File: src/rtl/hm_cdc_rx.sv
// Receive-side synchroniser for the hm core. It turns asynchronous event lines into
// counted sys_clk pulses and accepts the asynchronous status bus only after it has held stable.
module hm_cdc_rx #(
  parameter int N_PULSE      = 6,
  parameter int STAGES       = 2,
  parameter int BUS_W        = 32,
  parameter int STABLE       = 2,
  parameter int UNSTABLE_LIM = 64,
  parameter int CNT_W        = 16,
  localparam int SEL_W       = (N_PULSE > 1) ? $clog2(N_PULSE) : 1
) (
  input  logic               sys_clk,
  input  logic               sys_rst_n,
  input  logic [N_PULSE-1:0] async_evt,
  input  logic [N_PULSE-1:0] evt_mode,
  output logic [N_PULSE-1:0] level_o,
  output logic [N_PULSE-1:0] pulse_o,
  input  logic               cnt_clr,
  input  logic [SEL_W-1:0]   cnt_sel,
  output logic [CNT_W-1:0]   cnt_o,
  input  logic [BUS_W-1:0]   async_bus,
  output logic [BUS_W-1:0]   bus_o,
  output logic               bus_upd,
  output logic               bus_stale
);

  localparam int PRIME_N = STAGES + 1;
  localparam int PRIME_W = $clog2(PRIME_N + 1);
  localparam int STAB_W  = $clog2(STABLE + 1);
  localparam int UNST_W  = $clog2(UNSTABLE_LIM + 1);

  logic [N_PULSE-1:0] evt_sync [STAGES];
  logic [N_PULSE-1:0] evt_prev;
  logic [N_PULSE-1:0] evt_edge;
  logic [N_PULSE-1:0] edge_q;
  logic [PRIME_W-1:0] prime_cnt;
  logic               primed;
  logic [CNT_W-1:0]   cnt [N_PULSE];

  logic [BUS_W-1:0]   bus_sync [STAGES];
  logic [BUS_W-1:0]   bus_last;
  logic               bus_chg;
  logic               bus_steady;
  logic [STAB_W-1:0]  stab_cnt;
  logic [UNST_W-1:0]  unst_cnt;

  // ---------------------------------------------------------------------------
  // Event path
  // ---------------------------------------------------------------------------
  assign level_o = evt_sync[STAGES-1];
  assign primed  = (prime_cnt == PRIME_W'(PRIME_N));

  // NOTE: always_comb outputs get a value on every path, so no latch can be inferred.
  always_comb begin
    evt_edge = '0;
    evt_edge = (evt_mode & (level_o ^ evt_prev)) | (~evt_mode & level_o & ~evt_prev);
  end

  // Edges are masked until the chain holds post-reset samples, so lines already high
  // at release do not look like events.
  // NOTE: sequential state uses non-blocking assignments so every flop samples pre-edge values.
  always_ff @(posedge sys_clk or negedge sys_rst_n) begin
    if (!sys_rst_n) begin
      for (int i = 0; i < STAGES; i++) evt_sync[i] <= '0;
      evt_prev  <= '0;
      edge_q    <= '0;
      pulse_o   <= '0;
      prime_cnt <= '0;
    end else begin
      evt_sync[0] <= async_evt;
      for (int i = 1; i < STAGES; i++) evt_sync[i] <= evt_sync[i-1];
      evt_prev <= level_o;
      edge_q   <= primed ? evt_edge : '0;
      pulse_o  <= edge_q;
      if (!primed) prime_cnt <= prime_cnt + PRIME_W'(1);
    end
  end

  // ---------------------------------------------------------------------------
  // Event counters and readout
  // ---------------------------------------------------------------------------
  // NOTE: the counter array is a handful of flops, not a RAM, so it is reset like any register.
  always_ff @(posedge sys_clk or negedge sys_rst_n) begin
    if (!sys_rst_n) begin
      for (int i = 0; i < N_PULSE; i++) cnt[i] <= '0;
      cnt_o <= '0;
    end else begin
      for (int i = 0; i < N_PULSE; i++) begin
        if (cnt_clr)
          cnt[i] <= pulse_o[i] ? CNT_W'(1) : '0;
        else if (pulse_o[i] && (cnt[i] != '1))
          cnt[i] <= cnt[i] + CNT_W'(1);
      end
      cnt_o <= (32'(cnt_sel) < N_PULSE) ? cnt[cnt_sel] : '0;
    end
  end

  // ---------------------------------------------------------------------------
  // Status bus path
  // ---------------------------------------------------------------------------
  // stab_cnt is the run length of the value at the chain output, counting its first
  // appearance as sample one, so acceptance lands STAGES+STABLE-1 edges after capture.
  assign bus_last   = bus_sync[STAGES-1];
  assign bus_chg    = (bus_sync[STAGES-2] != bus_last);
  assign bus_steady = (stab_cnt == STAB_W'(STABLE));

  always_ff @(posedge sys_clk or negedge sys_rst_n) begin
    if (!sys_rst_n) begin
      for (int i = 0; i < STAGES; i++) bus_sync[i] <= '0;
      stab_cnt  <= '0;
      unst_cnt  <= '0;
      bus_o     <= '0;
      bus_upd   <= 1'b0;
      bus_stale <= 1'b0;
    end else begin
      bus_sync[0] <= async_bus;
      for (int i = 1; i < STAGES; i++) bus_sync[i] <= bus_sync[i-1];

      if (bus_chg)          stab_cnt <= STAB_W'(1);
      else if (!bus_steady) stab_cnt <= stab_cnt + STAB_W'(1);

      bus_upd <= 1'b0;
      if (bus_steady && (bus_last != bus_o)) begin
        bus_o   <= bus_last;
        bus_upd <= 1'b1;
      end

      if (bus_steady) begin
        unst_cnt  <= '0;
        bus_stale <= 1'b0;
      end else begin
        if (unst_cnt != UNST_W'(UNSTABLE_LIM)) unst_cnt <= unst_cnt + UNST_W'(1);
        if (unst_cnt == UNST_W'(UNSTABLE_LIM)) bus_stale <= 1'b1;
      end
    end
  end

endmodule
File: config.mk
export PLATFORM = sky130hd
export DESIGN_NAME = hm_cdc_rx
export DESIGN_NICKNAME = d
export VERILOG_FILES = /design/src/rtl/hm_cdc_rx.sv
export SDC_FILE = /design/constraint.sdc
export NUM_CORES = 1
export LEC_CHECK = 0
export BUFFER_PORTS_ARGS = -buffer_cell sky130_fd_sc_hd__clkbuf_2
export CORE_MARGIN = 5
export CORE_UTILIZATION = 41
export CTS_CLUSTER_DIAMETER = 150
export DETAILED_ROUTE_END_ITERATION = 10
export PLACE_DENSITY = 0.67
export SLEW_MARGIN = 5
export SYNTH_ARGS = -nofsm -noshare
export SYNTH_HDL_FRONTEND = slang
export SYNTH_SLANG_ARGS = --single-unit
File: constraint.sdc
create_clock -name sys_clk -period 2.2 [get_ports sys_clk]
set_input_delay 0.22 -clock sys_clk [delete_from_list [all_inputs] [get_ports sys_clk]]
set_output_delay 0.22 -clock sys_clk [all_outputs]
set_load 0.05 [all_outputs]
==> results of run 1 <==
[repair_timing]
action / CTS / global route
resized for setup: 0 / 3
hold buffers: 39 / 0
endpoints found under the setup margin: 0 / 32
hold endpoints to repair: 90 / 0
[stage by stage]
step / hold WS [ns] / setup slack (ns) / util (%) / instance area, um^2 / total power [mW]
floorplan: -0.0756 / 0.0857 / - / 11200 / 5.26
global placement: 0.192 / 0.174 / 45.3 / 12200 / 5.53
detailed placement: 0.192 / 0.161 / 45.3 / 12200 / 5.54
CTS: 0.0248 / 0.141 / 50.3 / 13500 / 10.3
global route: 0.0346 / 0.00617 / 50.3 / 13600 / 10.5
finish: 0.0483 / 0.155 / 50.3 / 13600 / 10.1
[layer usage]
layer  track usage [%]  vias to the layer above  wire [um]
li1                  -                     3697          -
met1              24.0                     3783      11800
met2              26.7                      177      11600
met3              3.16                       54       1260
met4              5.00                        0        809
met5                 0                        -          0
[report_power, final]
group	internal (mW)	total [mW]	switching [mW]
clock	2.81	4.64	1.83
sequential	4.75	4.89	0.142
combinational	0.246	0.616	0.370
[cells in the final DEF, fill, tap and decap left out, types with 19 or more instances in the layout]
cell type      instances
clkbuf_2             109
xor2_1                84
nor2_1                97
xnor2_1               59
inv_1                 26
mux2_2                33
mux2i_1               30
nand2_1               43
nor4_1                34
clkbuf_16             28
dlygate4sd3_1         39
nor3_1                37
dfrtp_1              251
nand4_1               30
buf_4                 19
nand3_1               34
[flip-flops by register name, summed over array words and instances (netlist names), 7 cells and up]
name and cells:
bus_sync 32, cnt_o 16, bus_last 32, bus_o 32, unst_cnt 7, cnt 96
[worst max-delay path by stage]
stage	start	to	slack, ns
4_1_cts	bus_last[22]	bus_o[23]	0.14
3_3_place_gp	bus_last[23]	bus_o[6]	0.17
2_1_floorplan	bus_o[17]	bus_o[10]	0.09
3_5_place_dp	bus_last[22]	bus_o[23]	0.16
6_report	bus_last[24]	bus_o[23]	0.15
5_1_grt	bus_last[24]	bus_o[9]	0.006
[worst reg2reg max path: cells and delay by family, from the launching register on]
family | cells | cell delay, ns
muxes | 1 | 0.35
buffers and inverters | 1 | 0.23
AOI/OAI and AO/OA | 1 | 0.23
xor gates and xnor gates | 1 | 0.17
and+or+nand+nor | 2 | 0.54
DFF | 1 | 0.41
[cell type report]
type	instances	area [um^2]
Fill cell	2378	13400
Sequential cell	251	6280
Clock inverter	9	113
Inverter	26	97.6
Tap cell	341	427
Clock buffer	41	820
Timing Repair Buffer	173	1180
Multi-Input combinational cell	638	4650
[cell families after synthesis]
group	count (synthesis)	synth area share, %
fa+ha+maj	10	1.11
simple gates	345	16.1
compound gates	61	3.59
mux	79	9.26
buf+inv	66	2.85
xor+xnor	143	11.2
flops	251	55.9
==> flow_summary_export.csv, run 1 <==
group,metric,value,unit
worst_setup_path,cp-end-kind,"flop",
synth,synth.most_common_cell,"dfrtp_1",
place,dpl.cell_count,1390,
worst_setup_path,r2r_cells,6,
clock_tree,root_buffer,"clkbuf_16",
worst_setup_path,r2r_setup_slack,0.15,ns
worst_setup_path,crit_chain,"xor2_1, nor4_1, nand4_1, o21ai_2, buf_4, mux2_2",
synth,yosysWarnings,0,
worst_setup_path,start_kind,"flop",
clock_tree,clk_pin_slew_worst_paths,0.06,ns
route,ant_nets,0,
worst_setup_path,critPathBufInv,1,
place,dp_hpwl,18100,um
synth,synth_top_area_share,55.9,%
floorplanning,core_area,27000,um^2
floorplanning,rows,60,
synth,yosys-top-cells-count,"dfrtp_1 (251), nor2_1 (97), xor2_1 (84), xnor2_1 (59), nand2_1 (43)",
power,p_leak,6.03,nW
global_route,grt_pass1_wl,42600,um
worst_setup_path,max_stage_delay,0.41,ns
global_route,grt_pass1_vias,7985,
timing,hold_violations,0,
worst_setup_path,cp.arrival,2.47,ns
finish,num-nets-final,1178,
timing,relSlewSlack,62.3,%
worst_setup_path,path_delay_family,"simple AND/OR/NAND/NOR gates",
clock_tree,postCtsSetupBuffers,0,
timing,max_freq,489,MHz
timing,final-max-slew-violation-count,0,
floorplanning,die_y,175,um
synth,synthCells,955,
route,wirelength,25500,um
worst_setup_path,worstPathMaxFanout,10,
synth,synth_area_leaders,"dfrtp_1 (56%), xor2_1 (6.6%), xnor2_1 (4.6%)",
floorplanning,ios,112,
worst_setup_path,crit_slowest_cell,"dfrtp_1",
worst_setup_path,worst_ep_required_time,2.63,ns
route,drc,0,
timing,tns,0,ns
route,first_pass_iters,5,
finish,drive_above_1_share,20.8,%
floorplanning,dieArea,30800,um^2
synth,ys_seq_area_share,55.9,%
worst_setup_path,path_class,"reg2reg",
place,gp_congestion,0.869,
clock_tree,cts_max_path_buffers,3,
synth,yosysUniqueCellTypes,52,
timing,period_share,93.0,%
synth,synth_edf_count,0,
timing,worst-slew-pin-transition,0.566,ns
finish,antenna_cells,0,
synth,synthArstFlopShare,100,%
synth,synth_nets,1015,
timing,finalSetupViolCount,0,
synth,avgSynthCellArea,11.8,um^2
worst_hold_path,min_path_type,"in2reg",
route,drt_iter0_drc,547,
synth,synth-main-ff-cell,"dfrtp_1",
place,place.port_buffers,111,
timing,fin_skew,0.0102,ns
timing,fin_crit,2.05,ns
clock_tree,tritoncts,"built",
global_route,grt.overflow.total,0,
worst_setup_path,cp_num_cells,6,
clock_tree,clkLatencyLatePin,0.54,ns
route,vias,7711,
worst_hold_path,holdPathEnd,"edge_q[0]",
synth,yosysTopAreaCell,"dfrtp_1",
worst_setup_path,r2r_end,"bus_o[23]",
outcome,status,"complete, no violations",
global_route,grtUsageTotal,16.9,%
global_route,grt_antenna_before_repair,0,
finish,syn_to_final_growth,20.8,%
finish,stdcell_count,1479,
global_route,grt_max_degree,66,
flow_run,drv_cap,0,
floorplanning,dieWidth,175,um
clock_tree,cts_inserted_buffers,28,
synth,netlist_area,11200,um^2
timing,rsz0062_at_grt,"no",
route,post_drt_wl_per_cell,17.2,um
power,powerDensity,748,nW/um^2
clock_tree,htree_levels,1,
synth,ys_ff_latch,251,
power,vdd_ir_drop_max,0.697,mV
clock_tree,cts_sinks,251,
worst_hold_path,hold_path_depth,4,
route,via_per_inst,5.21,
floorplanning,start_util,41.7,%
worst_hold_path,hp-start,"evt_mode[0]",
worst_setup_path,r2r_start,"bus_last[24]",
No activity file was read; power rests on OpenSTA's default activity.
==> inputs of run 2 (changes only) <==
--- a/config.mk
+++ b/config.mk
@@ -6,11 +6,13 @@
 export NUM_CORES = 1
 export LEC_CHECK = 0
 export BUFFER_PORTS_ARGS = -buffer_cell sky130_fd_sc_hd__clkbuf_2
+export CELL_PAD_IN_SITES_DETAIL_PLACEMENT = 0
+export CELL_PAD_IN_SITES_GLOBAL_PLACEMENT = 1
 export CORE_MARGIN = 5
-export CORE_UTILIZATION = 41
+export CORE_UTILIZATION = 40
 export CTS_CLUSTER_DIAMETER = 150
 export DETAILED_ROUTE_END_ITERATION = 10
-export PLACE_DENSITY = 0.67
+export PLACE_DENSITY = 0.77
 export SLEW_MARGIN = 5
 export SYNTH_ARGS = -nofsm -noshare
 export SYNTH_HDL_FRONTEND = slang
==> run 2 against run 1 <==
Compared with the run above: total power up 3.1%; sequential cell count did not move; routed wire length increased by 2.4%; sequential share of layout area shrank 0.67 points; largest cell class unchanged; via count is 1.1% higher; worst setup slack lost 0.031 ns.
==> flow_summary_export.csv, run 2 (same netlist as run 1, synthesis figures left out) <==
group,metric,value,unit
outcome,status,"complete, no violations",
route,post_drt_wl_per_cell,17.1,um
timing,tns,0,ns
finish,fill_cells,2551,
finish,largest_register,"cnt",
worst_setup_path,worstPathMaxFanout,8,
timing,worst-slew-pin-transition,0.617,ns
route,drc,0,
clock_tree,clk_pin_slew_worst_paths,0.06,ns
finish,antenna_cells,0,
power,p_leak,6.11,nW
floorplanning,start_util,40.4,%
timing,final-max-slew-violation-count,0,
worst_setup_path,path_delay_family,"simple AND/OR/NAND/NOR gates",
route,ant_nets,0,
finish,num-nets-final,1188,
place,dp_hpwl,18800,um
place,place.port_buffers,111,
power,powerDensity,760,nW/um^2
place,dpl.cell_count,1437,
clock_tree,cts_sinks,251,
clock_tree,cts_max_path_buffers,3,
worst_setup_path,worst_ep_required_time,2.63,ns
timing,max_freq,482,MHz
finish,largest_reg_flops,96,
timing,fin_skew,0.0201,ns
clock_tree,cts_inserted_buffers,28,
global_route,grt.overflow.total,0,
floorplanning,rows,61,
timing,period_share,94.4,%
route,first_pass_iters,5,
timing,rsz0062_at_grt,"no",
route,drt_iter0_drc,469,
place,gp_congestion,0.863,
global_route,grt_max_degree,67,
clock_tree,tritoncts,"built",
finish,stdcell_count,1527,
worst_hold_path,min_path_type,"in2reg",
floorplanning,dieWidth,178,um
timing,relSlewSlack,58.9,%
power,total_power,10.5,mW
route,vias,7795,
worst_setup_path,cp.arrival,2.51,ns
finish,syn_to_final_growth,22.5,%
floorplanning,core_area,27800,um^2
global_route,grtUsageTotal,16.8,%
clock_tree,htree_levels,1,
timing,whs,0.0506,ns
global_route,gr-max-usage-layer,"met2",
clock_tree,root_buffer,"clkbuf_16",
worst_setup_path,critPathBufInv,1,
worst_setup_path,r2r_setup_slack,0.12,ns
worst_setup_path,crit_slowest_cell,"dfrtp_1",
floorplanning,dieArea,31500,um^2
route,wirelength,26100,um
floorplanning,ios,112,
timing,finalSetupViolCount,0,
flow_run,drv_cap,0,
power,vdd_ir_drop_max,0.610,mV
worst_setup_path,cp-end-kind,"flop",
timing,hold_violations,0,
worst_setup_path,start_kind,"flop",
finish,drive_above_1_share,21.7,%
finish,final_common_cell,"dfrtp_1",
worst_setup_path,max_stage_delay,0.41,ns
route,via_per_inst,5.10,
global_route,met1_usage,24.2,%
global_route,grt_util_met2,26.5,%
floorplanning,die_y,178,um
global_route,grt_antenna_before_repair,0,
global_route,grt_pass1_wl,42800,um
finish,final_cell_mix,"dfrtp_1 (251), clkbuf_2 (109), nor2_1 (97), xor2_1 (84), xnor2_1 (59)",
worst_setup_path,crit_chain,"xor2_1, nor4_1, nand4_1, o21ai_2, buf_4, mux2_2",
timing,fin_crit,2.08,ns
global_route,use_met3,3.77,%
worst_setup_path,path_class,"reg2reg",
global_route,grt_pass1_vias,7875,
clock_tree,clkLatencyLatePin,0.55,ns
## run 2: area by class of cell
class	instances	area, um^2	share of cell area (%)
inverters	26	97.6	0.709
well taps	378	473	3.44
multi-input cells	638	4630	33.7
clock buffers	38	808	5.87
flip-flops and latches	251	6280	45.6
repair buffers	183	1280	9.29
clock inverters	13	188	1.36
## run 2: path summary, 6_finish.rpt
| path | startpoint | to | cells after the start |
|---|---|---|---|
| max | bus_last[17] | bus_o[27] | 6 |
| min | evt_mode[4] | edge_q[4] | 4 |
| max reg2reg | bus_last[17] | bus_o[27] | 6 |
| min reg2reg | evt_sync[10] | level_o[4] | 0 |
| max in group asynchronous | sys_rst_n | cnt[17] | 3 |
| min in group asynchronous | sys_rst_n | cnt[26] | 2 |
## run 2: tightest hold or removal path: stages
cell	delay (ns)
clkbuf_2	0.08
nand2_1	0.05
mux2i_1	0.05
and2_1	0.15
## run 2: timing repair
action / 4_1_cts / 5_1_grt
hold buffers: 39 / 0
endpoints found under the hold margin: 97 / 0
gates resized for setup: 0 / 1
endpoints found under the setup margin: 0 / 9
setup buffers: 0 / 0
## run 2: through the flow
stage / worst slack [ns] / instance area, um^2 / util (%)
floorplan: 0.0857 / 11200 / -
global placement: 0.155 / 12400 / 44.5
detailed placement: 0.104 / 12400 / 44.5
CTS: 0.103 / 13800 / 49.5
global route: 0.00328 / 13800 / 49.5
finish: 0.124 / 13800 / 49.5
## run 2: routing by layer
metal  wire [um]  share of wire [%]
met5           0                  0
met4         340                1.3
met3        1680                6.4
met2       11900                 46
met1       12100                 46
## run 2: power by group
part | switching, mW | internal [mW]
Clock | 1.90 | 3.04
Combinational | 0.374 | 0.255
Sequential | 0.139 | 4.75
Total | 2.41 | 8.05
